## config.mk

```make
export PLATFORM = sky130hd
export DESIGN_NAME = eth_phy_init_seq
export DESIGN_NICKNAME = d
export VERILOG_FILES = /design/src/rtl/eth_phy_init_seq.sv
export SDC_FILE = /design/constraint.sdc
export NUM_CORES = 1
export LEC_CHECK = 0
export ABC_AREA = 1
export CAP_MARGIN = 20
export CORE_ASPECT_RATIO = 1.5
export CORE_UTILIZATION = 49
export DETAILED_ROUTE_END_ITERATION = 7
export PLACE_DENSITY = 0.86
export SLEW_MARGIN = 10
export SYNTH_ARGS = -nofsm -noshare
export SYNTH_HDL_FRONTEND = slang
export SYNTH_SLANG_ARGS = --single-unit
export TNS_END_PERCENT = 1
```

## constraint.sdc

```tcl
create_clock -name clk -period 2.08 [get_ports clk]
set_input_delay 0.312 -clock clk [delete_from_list [all_inputs] [get_ports clk]]
set_output_delay 0.312 -clock clk [all_outputs]
set_load 0.02 [all_outputs]
```

## src/rtl/eth_phy_init_seq.sv

```systemverilog
// eth_phy_init_seq
//   Command sequencer in front of an MDIO frame engine. On start it writes a
//   fixed table of seven PHY registers over a valid/ready command port. It then
//   polls a status register by MDIO read until the link bit is seen, or until
//   the poll budget is used up.
//
//   Optional feature (macro ETH_PHY_SRST_WAIT_EN): after a write to register 0
//   with bit 15 set, register 0 is read back, with a gap between reads, until
//   bit 15 clears. The sequence then moves on to the next table entry. These
//   reads count against POLL_MAX.
//
// Ports
//   clk, areset_n           clock, asynchronous active-low reset
//   start                   begin sequence (accepted only in IDLE/DONE/FAIL)
//   cmd_valid/cmd_ready     command handshake toward the MDIO master
//   cmd_write, cmd_phy_ad,
//   cmd_reg_ad, cmd_wdata   command fields
//   rsp_valid, rsp_rdata    frame-complete pulse and read data
//   busy, done, link_up,
//   error                   status levels
module eth_phy_init_seq #(
  parameter logic [4:0] PHY_ADDR   = 5'h10,
  parameter int         GAP_CYCLES = 16,
  parameter logic [4:0] POLL_REG   = 5'd1,
  parameter int         LINK_BIT   = 2,
  parameter int         POLL_MAX   = 1000
) (
  input  logic        clk,
  input  logic        areset_n,
  input  logic        start,
  output logic        cmd_valid,
  input  logic        cmd_ready,
  output logic        cmd_write,
  output logic [4:0]  cmd_phy_ad,
  output logic [4:0]  cmd_reg_ad,
  output logic [15:0] cmd_wdata,
  input  logic        rsp_valid,
  input  logic [15:0] rsp_rdata,
  output logic        busy,
  output logic        done,
  output logic        link_up,
  output logic        error
);

  typedef enum logic [3:0] {
    S_IDLE, S_ISSUE, S_WAIT_RSP, S_GAP, S_POLL_ISSUE,
    S_POLL_WAIT, S_POLL_GAP, S_DONE, S_FAIL
  } state_t;

  localparam logic [15:0] GAP_LOAD = 16'(GAP_CYCLES - 1);
  localparam logic [15:0] POLL_LIM = 16'(POLL_MAX);

  state_t      state_q, state_d;
  logic [2:0]  idx_q, idx_d;
  logic [15:0] poll_q, poll_d;
  logic [15:0] gap_q, gap_d;
  logic        done_q, done_d;
  logic        link_q, link_d;
  logic        err_q, err_d;
  // Set while register-0 soft-reset readback reads are outstanding.
  logic        srst_q, srst_d;

  logic [15:0] poll_inc;
  logic [20:0] tbl_ent;
  logic        unused_rdata;

  // Init table: {reg address, write data}
  function automatic logic [20:0] tbl(input logic [2:0] i);
    case (i)
      3'd0:    return {5'd16, 16'h0060};
      3'd1:    return {5'd0,  16'h8140};
      3'd2:    return {5'd20, 16'h0070};
      3'd3:    return {5'd0,  16'h8140};
      3'd4:    return {5'd29, 16'h0012};
      3'd5:    return {5'd30, 16'h8240};
      default: return {5'd0,  16'h8140};
    endcase
  endfunction

  assign tbl_ent      = tbl(idx_q);
  assign poll_inc     = (poll_q == 16'hFFFF) ? poll_q : poll_q + 16'd1;
  assign unused_rdata = ^rsp_rdata;

  always_ff @(posedge clk or negedge areset_n) begin
    if (!areset_n) begin
      state_q <= S_IDLE;
      idx_q   <= '0;
      poll_q  <= '0;
      gap_q   <= '0;
      done_q  <= 1'b0;
      link_q  <= 1'b0;
      err_q   <= 1'b0;
      srst_q  <= 1'b0;
    end else begin
      state_q <= state_d;
      idx_q   <= idx_d;
      poll_q  <= poll_d;
      gap_q   <= gap_d;
      done_q  <= done_d;
      link_q  <= link_d;
      err_q   <= err_d;
      srst_q  <= srst_d;
    end
  end

  always_comb begin
    state_d    = state_q;
    idx_d      = idx_q;
    poll_d     = poll_q;
    gap_d      = gap_q;
    done_d     = done_q;
    link_d     = link_q;
    err_d      = err_q;
    srst_d     = srst_q;
    cmd_valid  = 1'b0;
    cmd_write  = 1'b0;
    cmd_phy_ad = 5'd0;
    cmd_reg_ad = 5'd0;
    cmd_wdata  = 16'd0;

    case (state_q)
      S_IDLE, S_DONE, S_FAIL: begin
        if (start) begin
          state_d = S_ISSUE;
          done_d  = 1'b0;
          link_d  = 1'b0;
          err_d   = 1'b0;
          idx_d   = '0;
          poll_d  = '0;
          srst_d  = 1'b0;
        end
      end
      S_ISSUE: begin
        cmd_valid  = 1'b1;
        cmd_write  = 1'b1;
        cmd_phy_ad = PHY_ADDR;
        cmd_reg_ad = tbl_ent[20:16];
        cmd_wdata  = tbl_ent[15:0];
        if (cmd_ready) state_d = S_WAIT_RSP;
      end
      S_WAIT_RSP: begin
        if (rsp_valid) begin
          state_d = S_GAP;
          gap_d   = GAP_LOAD;
`ifdef ETH_PHY_SRST_WAIT_EN
          srst_d  = (tbl_ent[20:16] == 5'd0) && tbl_ent[15];
`endif
        end
      end
      S_GAP: begin
        if (gap_q != 16'd0) begin
          gap_d = gap_q - 16'd1;
        end else if (srst_q || idx_q == 3'd6) begin
          state_d = S_POLL_ISSUE;
        end else begin
          idx_d   = idx_q + 3'd1;
          state_d = S_ISSUE;
        end
      end
      S_POLL_ISSUE: begin
        cmd_valid  = 1'b1;
        cmd_phy_ad = PHY_ADDR;
        cmd_reg_ad = srst_q ? 5'd0 : POLL_REG;
        if (cmd_ready) state_d = S_POLL_WAIT;
      end
      S_POLL_WAIT: begin
        if (rsp_valid) begin
          poll_d = poll_inc;
          if (srst_q && !rsp_rdata[15]) begin
            // Soft reset finished: gap, then resume the table.
            srst_d  = 1'b0;
            state_d = S_GAP;
            gap_d   = GAP_LOAD;
          end else if (!srst_q && rsp_rdata[LINK_BIT]) begin
            state_d = S_DONE;
            link_d  = 1'b1;
            done_d  = 1'b1;
          end else if (poll_inc == POLL_LIM) begin
            state_d = S_FAIL;
            err_d   = 1'b1;
          end else begin
            state_d = S_POLL_GAP;
            gap_d   = GAP_LOAD;
          end
        end
      end
      S_POLL_GAP: begin
        if (gap_q != 16'd0) gap_d = gap_q - 16'd1;
        else                state_d = S_POLL_ISSUE;
      end
      default: state_d = S_IDLE;
    endcase
  end

  assign busy    = !(state_q == S_IDLE || state_q == S_DONE || state_q == S_FAIL);
  assign done    = done_q;
  assign link_up = link_q;
  assign error   = err_q;

endmodule
```

==> results by group, run 1 <==
Setup path
  – Crit-path slowest cell: dfrtp_1
  – Crit path cell chain: nand2_1, nor2_2, nand3_1, nand2_1, nand3_1, buf_4, nor2_1, nand2_1, nor2_1, nand3_2, nand2_2, nand2_1, nand2_1, nand2_1
  – Setup crit start: poll_q[3]
  – RR Endpoint: state_q[1]
  – Reg2reg start: poll_q[3]
  – Crit-path most repeated cell: nand2_1
  – CP Data Arrival Time: 2.30 ns
  – Worst Path Required: 2.27 ns
  – R2R Setup Slk: -0.03 ns
  – Worst Path Buf+Inv: 1
  – Crit path kind: reg2reg
  – Worst-path maximum fanout: 5
  – Cells on worst reg2reg path: 14
  – Crit path max-delay family: simple AND/OR/NAND/NOR gates
  – Slowest stage delay, CP: 0.45 ns
  – Crit end category: flop
  – CP Launch Type: flop

Floorplan
  – Io pins: 53
  – Row cnt: 35
  – Core area: 0.00617 sq mm
  – Die area: 0.00674 sq mm
  – Die width: 67.4 um
  – Initial Utilization: 0.508
  – Die span in y: 100 um

Outcome
  – Violated checks: negative setup slack
  – Status: finished, violations left

Synthesis
  – Synth Register Bits: 41
  – Cell area after synthesis: 0.00314 sq mm
  – Mapped Cells: 470
  – Count of cell types in the netlist: 36
  – Seq/Total Area, Yosys: 0.327
  – Warnings from Yosys: 0
  – Mean Syn Cell Area: 6.68 sq um

Finish
  – Area growth syn-to-layout: 23.4%
  – Final core utilization: 0.627
  – Final net count: 559
  – N_diodes: 0
  – Layout cell share with drive strength beyond 1: 0.212
  – Fillers: 519
  – Register area: 0.00103 sq mm
  – Multi-input logic area: 0.00188 sq mm

Clocking
  – CTS buffer count: 5
  – Clock Sinks: 41
  – H-tree depth: 2
  – CTS root buf: clkbuf_8
  – CTS max path bufs: 2
  – Worst-path clk slew: 0.09 ns
  – Clock Latency Late Sink: 0.30 ns
  – TritonCTS clock tree: done

Global route
  – Initial antenna violation count: 0
  – Vias in the first global route: 3149
  – Gr usage total: 0.263
  – Largest net degree at the start of global routing: 42
  – First-pass GRT wire length: 13.7 mm
  – Grt total ovfl: 0

Power
  – Total Power: 3.38 mW
  – Leak: 1.98 nW
  – Peak VDD IR: 633 uV
  – Pwr per Cell Area: 872 mW/mm^2

Drt
  – Top routing layer in use: met4
  – Remaining antenna violation count: 0
  – Met2 WL: 4.39 mm
  – DR WL met3: 363 um
  – DR pass1 iterations: 5
  – # DRC: 0
  – Via count: 3237
  – Wire length on met1: 3.18 mm
  – Vias per inst: 5.33
  – Initial DRC Count: 206
  – DR WL/cell: 13.4 um
  – WL final: 8.15 mm

Timing
  – Final critical-path required period: 2.11 ns
  – RSZ-0062 raised after global routing: yes
  – Fin. Hold Viols: 0
  – Worst slew pin tran: 0.531 ns
  – Skew final: 0.0130 ns
  – Final worst-path cycle share: 1.02
  – Fmax: 473 MHz
  – Slew headroom: 0.646
  – Setup violators final: 13
  – Pins Over Slew Limit: 0
  – Final worst slack: -0.0333 ns

Placement
  – Pre-CTS setup slack: -0.0528 ns
  – # port buffers: 24
  – Dpl hpwl: 6.00 mm
  – Placer Congestion: 0.970

Job
  – Max-cap viol count: 0

Hold path
  – Type of the most critical hold path: in2async
-- layout by cell type (no fill, tap or decap), types with 13 or more instances in the layout --
cell type	Yosys	layout
nor2_2	10	15
nor2_1	66	57
o21ai_0	19	13
conb_1	1	13
inv_1	57	55
dfrtp_1	41	39
buf_4	16	40
nand3_1	47	46
nand2_1	118	115
nand2_2	17	19
-- kinds of logic (layout without fill, tap and decap cells) --
logic type | count (synthesis) | after routing | synth area share
buf+inv | 82 | 133 | 0.126
simple gates | 287 | 287 | 0.412
other cells | 1 | 13 | 0.00119
compound gates | 37 | 37 | 0.0662
xor+xnor | 16 | 16 | 0.0446
fa+ha+maj | 6 | 6 | 0.0239
flops | 41 | 41 | 0.327
-- where the power goes --
part / internal, mW / switching, mW / leakage [nW] / total, mW
logic: 0.607 / 1.06 / 1.37 / 1.66
registers: 0.920 / 0.132 / 0.555 / 1.05
clock network: 0.361 / 0.302 / 0.0554 / 0.663
total: 1.89 / 1.49 / 1.98 / 3.38
-- worst register-to-register path: cells and delay by family (launching register included) --
kind,cells,cell delay (ns)
buffers and inverters,1,0.17
DFF,1,0.45
and+or+nand+nor,13,1.38
-- cells in the mapped netlist --
cell type,n,area share
ha_1,6,0.024
o31ai_1,1,0.0024
a211oi_2,1,0.0040
dfrtp_1,41,0.33
nor3_1,10,0.016
clkbuf_1,2,0.0024
nand2_4,1,0.0036
nor3_2,1,0.0032
buf_12,1,0.0064
nor2_2,10,0.020
nand4_1,9,0.018
buf_2,2,0.0032
o21a_1,1,0.0024
nand2_2,17,0.034
nor2_1,66,0.079
or2_0,1,0.0020
nor3_4,1,0.0052
nand3_2,1,0.0032
xnor2_1,4,0.011
nand2_1,118,0.14
nor2_4,1,0.0036
inv_1,57,0.068
o21ai_0,19,0.030
conb_1,1,0.0012
buf_6,1,0.0036
nand3_1,47,0.075
buf_4,16,0.038
buf_1,1,0.0012
o22ai_1,8,0.016
o21ai_1,2,0.0032
or2_2,1,0.0020
nand3b_1,1,0.0024
xor2_1,12,0.033
a21oi_1,5,0.0080
and2_1,2,0.0040
inv_2,2,0.0024
-- metal layers --
metal  vias to the layer above  global-route usage
li1                       1580                   -
met1                      1528               0.290
met2                       106               0.466
met3                        23              0.0500
met4                         0               0.131
met5                         -                   0
-- flip-flops by register name, indices dropped and copies added (netlist names) --
register,count
gap_q,16
poll_q,16
state_q,4
idx_q,3
error,1
link_up,1
-- layout make-up --
| cell class | instances | area share |
|---|---|---|
| multi-input combinational | 359 | 0.486 |
| sequential | 41 | 0.266 |
| timing repair buffer | 66 | 0.139 |
| inverter | 59 | 0.0572 |
| tap | 74 | 0.0239 |
| clock buffer | 6 | 0.0187 |
| clock inverter | 2 | 0.0100 |
-- worst max path at each step --
| stage | depth (start not counted) | slack [ns] | to |
|---|---|---|---|
| 2_1_floorplan | 14 | 0.004 | gap_q[5] |
| 3_3_place_gp | 14 | -0.02 | gap_q[6] |
| 3_5_place_dp | 14 | -0.05 | gap_q[7] |
| 4_1_cts | 13 | -0.06 | gap_q[7] |
| 5_1_grt | 14 | -0.18 | state_q[1] |
| 6_report | 14 | -0.03 | state_q[1] |
-- through the flow --
stage / setup TNS, ns / cells / instance area [sq um] / hold WS [ns]
CTS: -0.674 / 605 / 3760 / 0.0786
global route: -2.62 / 607 / 3870 / 0.119
detailed placement: -0.591 / 597 / 3650 / 0.408
floorplan: 0 / 482 / 3180 / 0.0164
finish: -0.230 / 607 / 3870 / 0.0540
global placement: -0.0691 / 597 / 3650 / 0.408
-- timing repair --
item / 4_1_cts / 5_1_grt
hold endpoints to repair: 0 / 0
hold buffers: 0 / 0
setup endpoints to repair: 35 / 43
resized for setup: 21 / 46
setup buffers: 0 / 2
pin swaps: 2 / 7
Power figures use the tool's default switching activity.
==> run 2, diff against run 1 <==
--- a/config.mk
+++ b/config.mk
@@ -8,10 +8,10 @@
 export ABC_AREA = 1
 export CAP_MARGIN = 20
 export CORE_ASPECT_RATIO = 1.5
-export CORE_UTILIZATION = 49
+export CORE_UTILIZATION = 47
 export DETAILED_ROUTE_END_ITERATION = 7
-export PLACE_DENSITY = 0.86
-export SLEW_MARGIN = 10
+export PLACE_DENSITY = 0.84
+export RECOVER_POWER = 100
 export SYNTH_ARGS = -nofsm -noshare
 export SYNTH_HDL_FRONTEND = slang
 export SYNTH_SLANG_ARGS = --single-unit
==> run 2 against run 1 <==
  * The run still ends with negative setup slack left
  * Clock skew up 0.0091 ns
  * Hold slack improved by 0.21 ns
  * Die area increased by 4.1%
  * Largest power group unchanged
==> results by group, run 2 (synthesis gave the netlist of run 1 again) <==
Outcome
  – Status: finished, violations left
  – Violated checks: negative setup slack

Global route
  – Initial antenna violation count: 0 (unchanged)
  – Vias in the first global route: 3189 (+1.3%)
  – Gr usage total: 0.244 (-0.0193)
  – First-pass GRT wire length: 13.0 mm (-4.9%)
  – Largest net degree at the start of global routing: 42 (unchanged)
  – Grt total ovfl: 0 (unchanged)

Finish
  – Commonest non-fill, non-tap cell in the layout: nand2_1
  – Final Instance Count excl. Fillers: 615 (+1.3%)
  – N_diodes: 0 (unchanged)
  – Layout cell share with drive strength beyond 1: 0.249 (+0.0366)
  – Most frequent cells in the layout: nand2_1, inv_1, nor2_1, buf_4, dfrtp_1
  – Post-route cell area: 0.00398 sq mm (+2.7%)
  – Final core utilization: 0.613 (-0.0139)
  – Area growth syn-to-layout: 26.7%
  – Largest regs: gap_q (16), poll_q (16), state_q (4)
  – Final net count: 565 (+1.1%)

Timing
  – Setup violators final: 19 (+6)
  – Final critical-path required period: 2.17 ns (+0.0583 ns)
  – Pins Over Slew Limit: 0 (unchanged)
  – Final worst-path cycle share: 1.04 (+0.0280)
  – Fmax: 460 MHz (-2.7%)
  – Fin. Hold Viols: 0 (unchanged)
  – Setup_tns: -0.887 ns (-0.656 ns)
  – RSZ-0062 raised after global routing: yes
  – Worst slew pin tran: 1.07 ns (+0.536 ns)
  – Final worst slack: -0.0916 ns (-0.0583 ns)
  – Skew final: 0.0222 ns (+0.00915 ns)
  – Slew headroom: 0.289 (-0.357)

Drt
  – DR WL/cell: 13.7 um (+2.2%)
  – WL final: 8.43 mm (+3.5%)
  – Remaining antenna violation count: 0 (unchanged)
  – DR pass1 iterations: 5 (unchanged)
  – Vias per inst: 5.37 (+0.68%)
  – Via count: 3302 (+2.0%)
  – Initial DRC Count: 310 (+50%)
  – Met2 WL: 4.59 mm (+4.5%)
  – Top routing layer in use: met4
  – Wire length on met1: 3.16 mm (-0.91%)
  – DR WL met3: 333 um (-8.3%)
  – # DRC: 0 (unchanged)

Clocking
  – TritonCTS clock tree: done
  – CTS Hold Bufs: 0 (unchanged)
  – Clock Sinks: 41 (unchanged)
  – Worst-path clk slew: 0.10 ns (about the same)
  – CTS root buf: clkbuf_8
  – Clock Latency Late Sink: 0.31 ns (about the same)
  – CTS max path bufs: 2 (unchanged)
  – CTS buffer count: 5 (unchanged)
  – H-tree depth: 2 (unchanged)

Floorplan
  – Die span in y: 102 um (+2.1%)
  – Row cnt: 36 (+2.9%)
  – Die area: 0.00702 sq mm (+4.1%)
  – Io pins: 53 (unchanged)
  – Die width: 68.7 um (+2.0%)
  – Initial Utilization: 0.484 (-0.0244)
  – Core area: 0.00649 sq mm (+5.0%)

Placement
  – Placer Congestion: 0.899 (-7.4%)
  – # port buffers: 24 (unchanged)
  – Dpl hpwl: 6.07 mm (+1.2%)
  – Cell Area, Placed: 0.00368 sq mm (+0.89%)
  – Cells after DPL: 603 (+1.0%)

Setup path
  – Worst-path maximum fanout: 6 (+1)
  – CP Data Arrival Time: 2.37 ns (+0.07 ns)
  – Crit path kind: reg2reg
  – Crit end category: flop
  – Worst Path Required: 2.28 ns (about the same)
  – CP Launch Type: flop

Job
  – Max-cap viol count: 0 (unchanged)

Hold path
  – Type of the most critical hold path: in2async

Power
  – Leak: 2.04 nW (+3.0%)
  – Total Power: 3.35 mW (-0.83%)
  – Peak VDD IR: 785 uV (+24%)
  – Pwr per Cell Area: 842 mW/mm^2 (-3.5%)
==> run 2: final timing paths <==
path | end | from | slack [ns] | cells past startpoint
setup / recovery | state_q[2] | poll_q[1] | -0.09 | 15
hold / removal | poll_q[1] | areset_n | 0.26 | 2
setup reg to reg | state_q[2] | poll_q[1] | -0.09 | 15
hold reg to reg | gap_q[15] | gap_q[15] | 0.51 | 2
max in group asynchronous | poll_q[3] | areset_n | 1.11 | 2
min in group clk | gap_q[15] | gap_q[15] | 0.51 | 2
==> run 2: worst max-delay path: stages (launching register included) <==
cell     delay, ns
dfrtp_1       0.38
ha_2          0.22
nand3_4       0.11
inv_2         0.09
nand2_4       0.06
nor2_4        0.20
nor2_4        0.06
nor2_4        0.14
buf_4         0.13
nand3_2       0.08
nor2_4        0.17
nand3_2       0.12
nand2_2       0.12
nand2_1       0.05
nand2_1       0.06
nand2_1       0.05
==> run 2: per-layer routing <==
| metal | up-vias | global-route usage |
|---|---|---|
| met5 | - | 0 |
| met4 | 0 | 0.148 |
| met3 | 35 | 0.0301 |
| met2 | 114 | 0.452 |
| met1 | 1556 | 0.250 |
| li1 | 1597 | - |
==> run 2: repair_timing <==
action                                  in CTS  in global routing
endpoints found under the setup margin      35                 31
pin swaps                                    2                 23
gates resized for setup                     21                 67
buffers inserted                             0                  4
==> run 2: final cells by class <==
type                       count  area, sq um
clock buffer                   6         72.6
timing repair buffer          72          566
inverter                      59          221
clock inverter                 2         38.8
multi-input combinational    359         1960
sequential                    41         1030
tap                           76         95.1
fill                         561         2510
==> run 2: metrics by stage <==
stage	worst slack [ns]	hold slack (ns)
3_5_place_dp	-0.101	0.417
6_report	-0.0916	0.261
3_3_place_gp	-0.0302	0.411
5_1_grt	-0.240	0.347
4_1_cts	-0.115	0.0837
2_1_floorplan	0.00414	0.0164
==> run 2: power breakdown <==
part           switching (mW)  leakage (nW)  internal, mW
Sequential              0.128         0.555         0.920
Clock                   0.303        0.0554         0.361
Combinational            1.06          1.43         0.582
Total                    1.49          2.04          1.86
==> run 3, diff against run 2 <==
==> constraint.sdc (replaced) <==
create_clock -name clk -period 2.08 [get_ports clk]
set_input_delay 0.624 -clock clk [delete_from_list [all_inputs] [get_ports clk]]
set_output_delay 0.624 -clock clk [all_outputs]
set_load 0.02 [all_outputs]
==> run 3 against run 2 <==
  * The run still ends with negative setup slack left
  * Hold slack gained 0.23 ns
  * Worst setup slack worse by 0.082 ns
  * Non-clock buffer count increased by 34
  * Register-to-register slack worse by 0.08 ns
  * Critical path depth did not move
  * Via count is 7.0% higher
  * Final cell count grew 5.5%
  * Routed wire length increased by 19%
  * Clock power increased by 2%
  * Sequential power about the same
  * Largest cell class unchanged
==> results by group, run 3 (synthesis gave the netlist of run 1 again) <==
Floorplan
  – Die span in y: 102 um (unchanged)
  – Initial Utilization: 0.484 (unchanged)
  – Die width: 68.7 um (unchanged)
  – Die area: 0.00702 sq mm (unchanged)
  – Io pins: 53 (unchanged)
  – Core area: 0.00649 sq mm (unchanged)
  – Row cnt: 36 (unchanged)

Global route
  – Vias in the first global route: 3193 (+0.13%)
  – Largest net degree at the start of global routing: 24 (-43%)
  – Grt total ovfl: 0 (unchanged)
  – Gr usage total: 0.265 (+0.0209)
  – First-pass GRT wire length: 14.0 mm (+8.0%)
  – Initial antenna violation count: 0 (unchanged)

Finish
  – Final net count: 599 (+6.0%)
  – Fillers: 463 (-17%)
  – N_diodes: 0 (unchanged)
  – Commonest non-fill, non-tap cell in the layout: nand2_1
  – Most frequent cells in the layout: nand2_1, buf_4, inv_1, nor2_1, dfrtp_1
  – Post-route cell area: 0.00445 sq mm (+12%)
  – Largest regs: gap_q (16), poll_q (16), state_q (4)
  – Area growth syn-to-layout: 41.6%
  – Layout cell share with drive strength beyond 1: 0.363 (+0.114)

Drt
  – WL final: 10.0 mm (+19%)
  – DR pass1 iterations: 7 (+2)
  – Initial DRC Count: 314 (+1.3%)
  – Via count: 3532 (+7.0%)
  – DR WL/cell: 15.4 um (+13%)
  – # DRC: 0 (unchanged)
  – Remaining antenna violation count: 0 (unchanged)
  – Vias per inst: 5.44 (+1.4%)

Clocking
  – Worst-path clk slew: 0.09 ns (about the same)
  – TritonCTS clock tree: done
  – CTS buffer count: 5 (unchanged)
  – Clock Sinks: 41 (unchanged)
  – Clock Latency Late Sink: 0.30 ns (about the same)
  – H-tree depth: 2 (unchanged)
  – CTS max path bufs: 2 (unchanged)
  – CTS root buf: clkbuf_8

Setup path
  – Crit path to: gap_q[1]
  – CP Launch Type: flop
  – Setup crit start: poll_q[1]
  – R2R Setup Slk: -0.17 ns (-0.08 ns)
  – Cells on worst reg2reg path: 15 (unchanged)
  – Crit end category: flop
  – Worst Path Buf+Inv: 2 (unchanged)
  – Crit path depth: 15 (unchanged)
  – Crit-path most repeated cell: nor2_4
  – Crit-path slowest cell: dfrtp_1
  – Crit path max-delay family: simple AND/OR/NAND/NOR gates
  – Worst Path Required: 2.25 ns (-0.03 ns)
  – Crit path cell chain: ha_4, nand3_4, inv_4, nand2_4, nor2_4, nor2_4, nor2_4, nand2_1, nor2_1, nand2_1, nor2_4, nand2_4, clkbuf_16, nand3_2, nand2_1
  – RR Endpoint: gap_q[1]
  – Reg2reg start: poll_q[1]
  – Crit path kind: reg2reg
  – CP Data Arrival Time: 2.43 ns (+0.06 ns)
  – Worst-path maximum fanout: 5 (-1)
  – Slowest stage delay, CP: 0.42 ns (+0.04 ns)

Power
  – Leak: 2.25 nW (+10%)
  – Peak VDD IR: 965 uV (+23%)
  – Pwr per Cell Area: 832 mW/mm^2 (-1.3%)

Job
  – Max-cap viol count: 0 (unchanged)

Outcome
  – Violated checks: negative setup slack
  – Status: finished, violations left

Timing
  – Slew headroom: 0.158 (-0.131)
  – Pins Over Slew Limit: 0 (unchanged)
  – RSZ-0062 raised after global routing: yes
  – Final critical-path required period: 2.25 ns (+0.0819 ns)
  – Setup violators final: 25 (+6)
  – Final worst slack: -0.173 ns (-0.0819 ns)
  – Hold slack final: 0.489 ns (+0.228 ns)
  – Skew final: 0.0162 ns (-0.00595 ns)
  – Fin. Hold Viols: 0 (unchanged)
  – Worst slew pin tran: 1.26 ns (+0.196 ns)
  – Fmax: 444 MHz (-3.6%)
  – Final worst-path cycle share: 1.08 (+0.0394)

Placement
  – Pre-CTS setup slack: -0.229 ns (-0.128 ns)
  – Cell Area, Placed: 0.00393 sq mm (+6.8%)
  – Dpl hpwl: 6.44 mm (+6.1%)
  – # port buffers: 24 (unchanged)
  – Placer Congestion: 0.975 (+8.5%)

Hold path
  – Type of the most critical hold path: reg2reg
-- run 3: changes by cell type in the layout (fill, tap and decap cells not counted), sizes merged --
| cell | delta |
|---|---|
| dlygate4sd2 | -9 |
| clkinv | -1 |
| clkdlybuf4s50 | +2 |
| clkbuf | -1 |
| clkdlybuf4s15 | -1 |
| dlygate4sd3 | -2 |
| buf | +46 |
-- run 3: power by group --
| group | internal, mW | leakage [nW] | total (mW) | switching, mW |
|---|---|---|---|---|
| registers | 0.920 | 0.553 | 1.05 | 0.130 |
| clock network | 0.392 | 0.0585 | 0.679 | 0.287 |
| logic | 0.737 | 1.64 | 1.97 | 1.23 |
| total | 2.05 | 2.25 | 3.70 | 1.65 |
-- run 3: layer usage --
layer,part of all wire,global-route usage
met1,0.36,0.290
met5,0,0
met4,0.056,0.133
met3,0.040,0.0335
met2,0.55,0.483
-- run 3: worst min-delay path by stage --
stage,from,end,cells past startpoint
after floorplan,areset_n,error,0
after global placement,gap_q[15],gap_q[15],2
after detailed placement,gap_q[15],gap_q[15],2
after CTS,areset_n,poll_q[4],1
after global routing,gap_q[15],gap_q[15],2
final,gap_q[15],gap_q[15],2
-- run 3: layout make-up --
class | instances | area, sq um | area share
sequential | 41 | 1030 | 0.232
multi-input combinational | 359 | 2120 | 0.477
inverter | 59 | 224 | 0.0504
clock inverter | 1 | 30.0 | 0.00675
timing repair buffer | 106 | 858 | 0.193
clock buffer | 7 | 86.3 | 0.0194
tap | 76 | 95.1 | 0.0214
-- run 3: what timing repair did --
action / 4_1_cts / 5_1_grt
hold buffers: 0 / 0
buffers inserted: 2 / 10
pin swaps: 1 / 33
resized for setup: 83 / 90
gates cloned: 0 / 1
endpoints found under the setup margin: 37 / 40
-- run 3: worst register-to-register path, cell delays in order, from the launching register on --
cell       delay, ns
dfrtp_1         0.42
ha_4            0.18
nand3_4         0.11
inv_4           0.09
nand2_4         0.06
nor2_4          0.23
nor2_4          0.08
nor2_4          0.11
nand2_1         0.06
nor2_1          0.12
nand2_1         0.11
nor2_4          0.13
nand2_4         0.11
clkbuf_16       0.18
nand3_2         0.06
nand2_1         0.07
-- run 3: through the flow --
step,utilization,total power [mW],cells,TNS [ns]
3_5_place_dp,0.606,2.77,628,-3.04
3_3_place_gp,0.606,2.70,628,-2.84
2_1_floorplan,-,2.23,482,-0.156
5_1_grt,0.686,3.90,649,-5.88
6_report,0.686,3.70,649,-2.05
4_1_cts,0.622,3.43,638,-1.00
